$ cat config.mk
export PLATFORM = sky130hd
export DESIGN_NAME = ip_tx_arbiter
export DESIGN_NICKNAME = d
export VERILOG_FILES = /design/src/rtl/ip_tx_arbiter.sv
export SDC_FILE = /design/constraint.sdc
export NUM_CORES = 1
export LEC_CHECK = 0
export ABC_AREA = 1
export ABC_CLOCK_PERIOD_IN_PS = 3200
export CAP_MARGIN = 40
export CORE_ASPECT_RATIO = 2
export CORE_MARGIN = 2
export CORE_UTILIZATION = 35
export DETAILED_ROUTE_END_ITERATION = 10
export PLACE_DENSITY_LB_ADDON = 0.3
export SLEW_MARGIN = 15
export SYNTH_ARGS = -nofsm -noshare
export SYNTH_HDL_FRONTEND = slang
export SYNTH_SLANG_ARGS = --single-unit
$ cat constraint.sdc
create_clock -name aclk -period 3.2 [get_ports aclk]
set_clock_uncertainty 0.05 [all_clocks]
set_input_delay 0.64 -clock aclk [delete_from_list [all_inputs] [get_ports aclk]]
set_output_delay 0.64 -clock aclk [all_outputs]
set_load 0.005 [all_outputs]
$ cat src/rtl/ip_tx_arbiter.sv
// Round-robin arbiter sharing the IPv4/UDP TX packetiser among NUM_REQ requesters.
// Optional watchdog abort is enabled by defining IP_TX_ARB_WATCHDOG_EN.
module ip_tx_arbiter #(
  parameter int NUM_REQ          = 2,
  parameter int IP_ADDR_WIDTH    = 32,
  parameter int MAC_ADDR_WIDTH   = 48,
  parameter int ACCEL_DATA_WIDTH = 10,
  parameter int WDOG_CYCLES      = 1024
) (
  input  logic                                 aclk,
  input  logic                                 areset,
  input  logic [NUM_REQ-1:0]                   REQ_VALID,
  output logic [NUM_REQ-1:0]                   REQ_READY,
  input  logic [NUM_REQ*IP_ADDR_WIDTH-1:0]     REQ_IP_ADDRESS,
  input  logic [NUM_REQ*MAC_ADDR_WIDTH-1:0]    REQ_MAC_ADDRESS,
  input  logic [NUM_REQ*ACCEL_DATA_WIDTH-1:0]  REQ_MESSAGE,
  output logic [IP_ADDR_WIDTH-1:0]             TX_RECIPIENT_IP_ADDRESS,
  output logic [MAC_ADDR_WIDTH-1:0]            TX_RECIPIENT_MAC_ADDRESS,
  output logic [ACCEL_DATA_WIDTH-1:0]          TX_RECIPIENT_MESSAGE,
  output logic                                 TX_START_IP_TXN,
  input  logic                                 TX_READY_FOR_SEND,
  input  logic                                 MAC_DATA_VALID,
  input  logic                                 MAC_DATA_READY,
  input  logic                                 MAC_DATA_LAST,
  output logic [$clog2(NUM_REQ)-1:0]           GRANT_ID,
  output logic                                 BUSY,
  output logic                                 ABORT
);

  localparam int GW = $clog2(NUM_REQ);

  localparam logic [1:0] ST_IDLE  = 2'd0;
  localparam logic [1:0] ST_ISSUE = 2'd1;
  localparam logic [1:0] ST_WAIT  = 2'd2;

  logic [1:0]                  state_r;
  logic [1:0]                  state_nxt_s;
  logic [GW-1:0]               last_r;
  logic [GW-1:0]               winner_s;
  logic                        found_s;
  logic [NUM_REQ-1:0]          ready_s;
  logic                        done_s;
  logic                        wdog_hit_s;
  logic                        abort_s;
  logic                        abort_r;

  logic [IP_ADDR_WIDTH-1:0]    ip_a_s  [NUM_REQ];
  logic [MAC_ADDR_WIDTH-1:0]   mac_a_s [NUM_REQ];
  logic [ACCEL_DATA_WIDTH-1:0] msg_a_s [NUM_REQ];

  for (genvar g = 0; g < NUM_REQ; g++) begin : g_unpack
    assign ip_a_s[g]  = REQ_IP_ADDRESS[g*IP_ADDR_WIDTH +: IP_ADDR_WIDTH];
    assign mac_a_s[g] = REQ_MAC_ADDRESS[g*MAC_ADDR_WIDTH +: MAC_ADDR_WIDTH];
    assign msg_a_s[g] = REQ_MESSAGE[g*ACCEL_DATA_WIDTH +: ACCEL_DATA_WIDTH];
  end

  assign done_s = MAC_DATA_VALID & MAC_DATA_READY & MAC_DATA_LAST;

  // Round-robin scan starting just after the last served requester.
  always_comb begin
    int            sum_v;
    logic [GW-1:0] idx_v;
    logic          hit_v;
    found_s  = 1'b0;
    winner_s = '0;
    for (int k = 1; k <= NUM_REQ; k++) begin
      sum_v    = int'(last_r) + k;
      sum_v    = (sum_v >= NUM_REQ) ? (sum_v - NUM_REQ) : sum_v;
      idx_v    = GW'(sum_v);
      hit_v    = !found_s && REQ_VALID[idx_v];
      winner_s = hit_v ? idx_v : winner_s;
      found_s  = found_s | hit_v;
    end
  end

  // One-hot accept pulse, only while idle.
  always_comb begin
    ready_s = '0;
    if ((state_r == ST_IDLE) && found_s) begin
      ready_s[winner_s] = 1'b1;
    end else begin
      ready_s = '0;
    end
  end

  assign REQ_READY = ready_s;

`ifdef IP_TX_ARB_WATCHDOG_EN
  logic [15:0] wdog_r;

  assign wdog_hit_s = (state_r != ST_IDLE) && (wdog_r == 16'(WDOG_CYCLES - 1));

  // Busy-cycle counter, restarted on every new grant.
  always_ff @(posedge aclk or posedge areset) begin
    if (areset) begin
      wdog_r <= 16'd0;
    end else if ((state_r == ST_IDLE) && found_s) begin
      wdog_r <= 16'd0;
    end else if (state_r != ST_IDLE) begin
      wdog_r <= wdog_r + 16'd1;
    end else begin
      wdog_r <= wdog_r;
    end
  end
`else
  assign wdog_hit_s = 1'b0;
`endif

  // A completing beat takes priority over a simultaneous watchdog expiry.
  always_comb begin
    state_nxt_s = state_r;
    abort_s     = 1'b0;
    case (state_r)
      ST_IDLE: begin
        state_nxt_s = found_s ? ST_ISSUE : ST_IDLE;
      end
      ST_ISSUE: begin
        if (wdog_hit_s) begin
          state_nxt_s = ST_IDLE;
          abort_s     = 1'b1;
        end else if (TX_READY_FOR_SEND) begin
          state_nxt_s = ST_WAIT;
        end else begin
          state_nxt_s = ST_ISSUE;
        end
      end
      ST_WAIT: begin
        if (done_s) begin
          state_nxt_s = ST_IDLE;
        end else if (wdog_hit_s) begin
          state_nxt_s = ST_IDLE;
          abort_s     = 1'b1;
        end else begin
          state_nxt_s = ST_WAIT;
        end
      end
      default: begin
        state_nxt_s = ST_IDLE;
      end
    endcase
  end

  // State, rr pointer and latched packet fields.
  always_ff @(posedge aclk or posedge areset) begin
    if (areset) begin
      state_r                  <= ST_IDLE;
      last_r                   <= GW'(NUM_REQ - 1);
      GRANT_ID                 <= '0;
      TX_RECIPIENT_IP_ADDRESS  <= '0;
      TX_RECIPIENT_MAC_ADDRESS <= '0;
      TX_RECIPIENT_MESSAGE     <= '0;
      abort_r                  <= 1'b0;
    end else begin
      state_r <= state_nxt_s;
      abort_r <= abort_s;
      if ((state_r == ST_IDLE) && found_s) begin
        GRANT_ID                 <= winner_s;
        TX_RECIPIENT_IP_ADDRESS  <= ip_a_s[winner_s];
        TX_RECIPIENT_MAC_ADDRESS <= mac_a_s[winner_s];
        TX_RECIPIENT_MESSAGE     <= msg_a_s[winner_s];
      end
      if (((state_r == ST_WAIT) && done_s) || abort_s) begin
        last_r <= GRANT_ID;
      end
    end
  end

  assign TX_START_IP_TXN = (state_r == ST_ISSUE);
  assign BUSY            = (state_r != ST_IDLE);
  assign ABORT           = abort_r;

endmodule
# ---- Yosys cells after proc, flatten, opt, wreduce, memory -nomap -nowiden
# Cells that the tools add are included.
dict set report totals {
  register_bits 94
  input_bits 188
  output_inout_bits 96
  elab_cells 54
}
dict set report op_classes {
  n_addsub 4
  n_lt_le_gt_ge 7
  n_eq_ne 2
  muxes 24
  bitwise_logic 4
  reduce_logical 7
}
# op count
set ops {}
lappend ops {{$mux W48} 3}
lappend ops {{$mux W32} 3}
lappend ops {{$mux W10} 3}
lappend ops {{$mux W1} 10}
lappend ops {{$lt A1 B2 Y1 const B} 3}
lappend ops {{$mux W2} 3}
lappend ops {{$pmux W2 S3} 1}
lappend ops {{$ge A2 B2 Y1 const B} 2}
lappend ops {{$logic_and A1 B1 Y1} 4}
lappend ops {{$add A1 B2 Y3 const B} 1}
lappend ops {{$ge A3 B2 Y1 const B} 1}
lappend ops {{$add A1 B1 Y2 const B} 1}
lappend ops {{$and A1 B1 Y1} 2}
lappend ops {{$eq A2 B1 Y1 const B} 1}
lappend ops {{$eq A2 B2 Y1 const B} 1}
lappend ops {{$logic_not A2 Y1} 1}
lappend ops {{$not A1 Y2} 1}
lappend ops {{$reduce_bool A2 Y1} 1}
lappend ops {{$sub A1 B1 Y1 const B} 2}
lappend ops {{$demux W1 S1} 1}
lappend ops {{$ge A1 B1 Y1 const B} 1}
lappend ops {{$logic_not A1 Y1} 1}
lappend ops {{$or A1 B1 Y1} 1}

# ---- Depth between registers and ports, before layout
dict set report depth {
  word_depth 13
  ltp_mapped 8
  mapped_depth_nobuf 6
}

# ---- Worst setup path after synthesis
# OpenSTA, ideal clock, no wires.
dict set report synth_path {
  kind {input port to output port}
  startpoint {input REQ_VALID[0]}
  endpoint {output REQ_READY[0]}
  arrival_ns 1.225
  slack_ns 1.285
  stages 4
  path_cell_list {o21ai_2 -> buf_6 -> buf_2 -> a21oi_1}
}
dict set report synth_between {
  elab_chain_cells 10
  elab_cells_between_ends 16
  classes_between {order compare: 2; mux: 9; bitwise: 1; reduce/logical: 4}
}
# item line_no
set synth_rtl {}
lappend synth_rtl {{start: declaration} 12} ;# input logic [NUM_REQ-1:0] REQ_VALID,
lappend synth_rtl {{$mux W1 (implied by the code) (2 in series)} 70} ;# hit_v = !found_s && REQ_VALID[idx_v];
lappend synth_rtl {{$logic_not A1 Y1} 70}
lappend synth_rtl {{$logic_and A1 B1 Y1} 70}
lappend synth_rtl {{$mux W1} 71} ;# winner_s = hit_v ? idx_v : winner_s;
lappend synth_rtl {{$lt A1 B2 Y1 (implied by the code) / $ge A1 B1 Y1 (equally long branches)} 80} ;# ready_s[winner_s] = 1'b1;
lappend synth_rtl {{$logic_and A1 B1 Y1 (implied by the code)} 80}
lappend synth_rtl {{$mux W1 (implied by the code)} 80}
lappend synth_rtl {{$demux W1 S1} 80}
lappend synth_rtl {{$mux W2 (*)} 79} ;# if ((state_r == ST_IDLE) && found_s) begin
lappend synth_rtl {{end: declaration} 13} ;# output logic [NUM_REQ-1:0] REQ_READY,
# Mark *: on every way between the ends. The rest lies on a longest branch, timed or not. The select of a mux whose other input is x is not followed.

# ---- Worst setup path after layout
# Ends and elaborated chain as after synthesis.

==> flow_summary.ini <==
[power]
power_density_mw_per_mm2 = 759
ir_drop_v = 0.000369
finalPower_uw = 6120
p_leak_uw = 0.00410

[layout]
finalInstanceArea_mm2 = 0.00806
final_layout_size_suffix_gt1_share_pct = 3.21
diodes = 0
finalCoreUtilization_pct = 58.6
area_growth_pct = 65.1
layout_common_cells = 455 x nand2_1, 281 x clkdlybuf4s50_1, 93 x dfrtp_1
fillers = 1295
fin_nets = 1149
final_common_cell = nand2_1

[sta]
post-route-period-util_pct = 84.3
hold_viol = 0
slew_headroom_pct = 40.1
setup_viol = 0
fin_crit_ns = 2.70
tightestPinTransition_ns = 0.898
fmax_ghz = 0.371
rsz0062_at_grt = false
setup_tns_ns = 0
drv_slew = 0
holdWs_ns = 0.426

[synthesis]
synth_cell_types = 16
synth_seq_area_share_pct = 48.2
netlist_instances = 709
synth_warnings = 0
postSynthAreaPerCell_um2 = 6.88
syn_nets = 897
synth_area_mm2 = 0.00488
synth-seq-cells = 94

[run]
cap_violations = 0

[die]
coreArea_mm2 = 0.0137
rows = 61
ios = 284
die-area_mm2 = 0.0150
start_util_pct = 35.5
die_height_um = 171
die_w_um = 87.5

[placement]
dp.final_hpwl_mm = 11.1
postPlaceCellArea_mm2 = 0.00773
portBuffers = 282
gp_congestion = 0.849

[routing]
postRouteAntennaNets = 0
drt_pass1_iterations = 4
drc = 0
detail_route.wl_per_cell_um = 13.7
num_vias = 5297
vias_per_cell = 4.72
routed_wl_mm = 15.4
drtIter0Drc = 179

[critical_path]
startpoint_type = input port
worstPathArrival_ns = 2.01
startpoint = REQ_VALID[0]
crit_path_max_incr_delay_ns = 0.57
crit_fanout = 4
cp-end-kind = output port
crit_type = in -> out
worst_path_most_repeated_cell = clkdlybuf4s50_1
worst_ep_required_time_ns = 2.51
cp_cell_sequence = clkdlybuf4s50_1, nand2_4, a21oi_1, clkdlybuf4s50_1
slowest_stage = clkdlybuf4s50_1
timing.rr.start = state_r[1]

[grt]
grt_max_degree = 92
grt_usage_pct = 20.5
grt-ovfl-total = 0
grt_pass1_vias = 5079
grt_pass1_wl_mm = 24.4
antenna_found_initial = 0

[cts]
root_buffer = clkbuf_16
post_cts_buffers = 0
clkLatencyLatePin_ns = 0.33
hold_buffers = 0
clock-sinks = 94
clockBufferDepth = 2
clk_pin_slew_ns = 0.06
cts_max_level = 3
cts_resized = 0
cts_inserted_buffers = 9
cts_tree = yes

[status]
status = finished clean

[hold_path]
holdCritStartpoint = TX_RECIPIENT_IP_ADDRESS[17]
hp-class = reg -> reg
through the flow:
| stage | instances | worst slack (ns) |
|---|---|---|
| finish | 1123 | 0.503 |
| global placement | 1106 | 0.474 |
| floorplan | 709 | 0.0630 |
| CTS | 1122 | 0.481 |
| detailed placement | 1106 | 0.483 |
| global route | 1123 | 0.414 |
critical path, delay by kind of cell:
kind | cells | cell delay [ns]
AOI/OAI and AO/OA | 1 | 0.17
and+or+nand+nor | 1 | 0.09
buffers and inverters | 2 | 1.10
power by group:
group / total [uW] / leakage, uW / internal, uW / switching [uW]
sequential: 2060 / 0.00117 / 1750 / 309
clock: 1090 / 0.000151 / 638 / 456
combinational: 2960 / 0.00277 / 1570 / 1390
total: 6120 / 0.00410 / 3960 / 2160
synth_stat cells:
cell type / n / area, um2
o21ai_0: 4 / 20.0
nand2_1: 457 / 1720
nand3_1: 91 / 455
a21oi_1: 1 / 5.00
o21ai_2: 1 / 8.76
clkbuf_1: 4 / 15.0
inv_2: 1 / 3.75
conb_1: 1 / 3.75
buf_2: 35 / 175
buf_4: 10 / 75.1
buf_6: 1 / 11.3
dfrtp_1: 93 / 2330
nand4_1: 1 / 6.26
nor2_1: 2 / 7.51
inv_1: 6 / 22.5
dfstp_2: 1 / 26.3
sequential cells by signal, indices dropped and copies added (netlist names):
signal,cells
GRANT_ID,1
last_r,1
TX_RECIPIENT_MESSAGE,10
TX_RECIPIENT_IP_ADDRESS,32
TX_RECIPIENT_MAC_ADDRESS,48
state_r,2
final timing paths:
path | depth (start not counted) | slack, ns | endpoint
worst max-delay path | 4 | 0.50 | REQ_READY[0]
worst min-delay path | 2 | 0.43 | TX_RECIPIENT_IP_ADDRESS[17]
worst max register to register | 7 | 1.17 | TX_RECIPIENT_IP_ADDRESS[9]
worst min register to register | 2 | 0.43 | TX_RECIPIENT_IP_ADDRESS[17]
max in group asynchronous | 3 | 1.66 | last_r
min in group asynchronous | 2 | 0.69 | TX_RECIPIENT_IP_ADDRESS[17]
layout make-up:
type	count	area (um2)	share of cell area [%]
repair buffers	291	2930	36.3
multi-input cells	558	2240	27.9
inverters	7	28.8	0.357
flip-flops and latches	94	2350	29.2
clock inverters	5	65.1	0.808
well taps	157	196	2.44
clock buffers	11	243	3.01
cell families after synthesis:
group                  after synthesis  synth area share [%]
AOI/OAI and AO/OA                    6                 0.692
buffers and inverters               57                  6.21
DFF                                 94                  48.2
other                                1                0.0769
and+or+nand+nor                    551                  44.8
layer usage:
metal | up-vias | global-route usage (%) | wire length [um]
met3 | 18 | 6.71 | 1550
met2 | 231 | 34.0 | 7090
met4 | 0 | 6.42 | 277
met5 | - | 0 | 0
met1 | 2362 | 24.9 | 6510
li1 | 2686 | - | -
No activity file was read; power rests on OpenSTA's default activity.
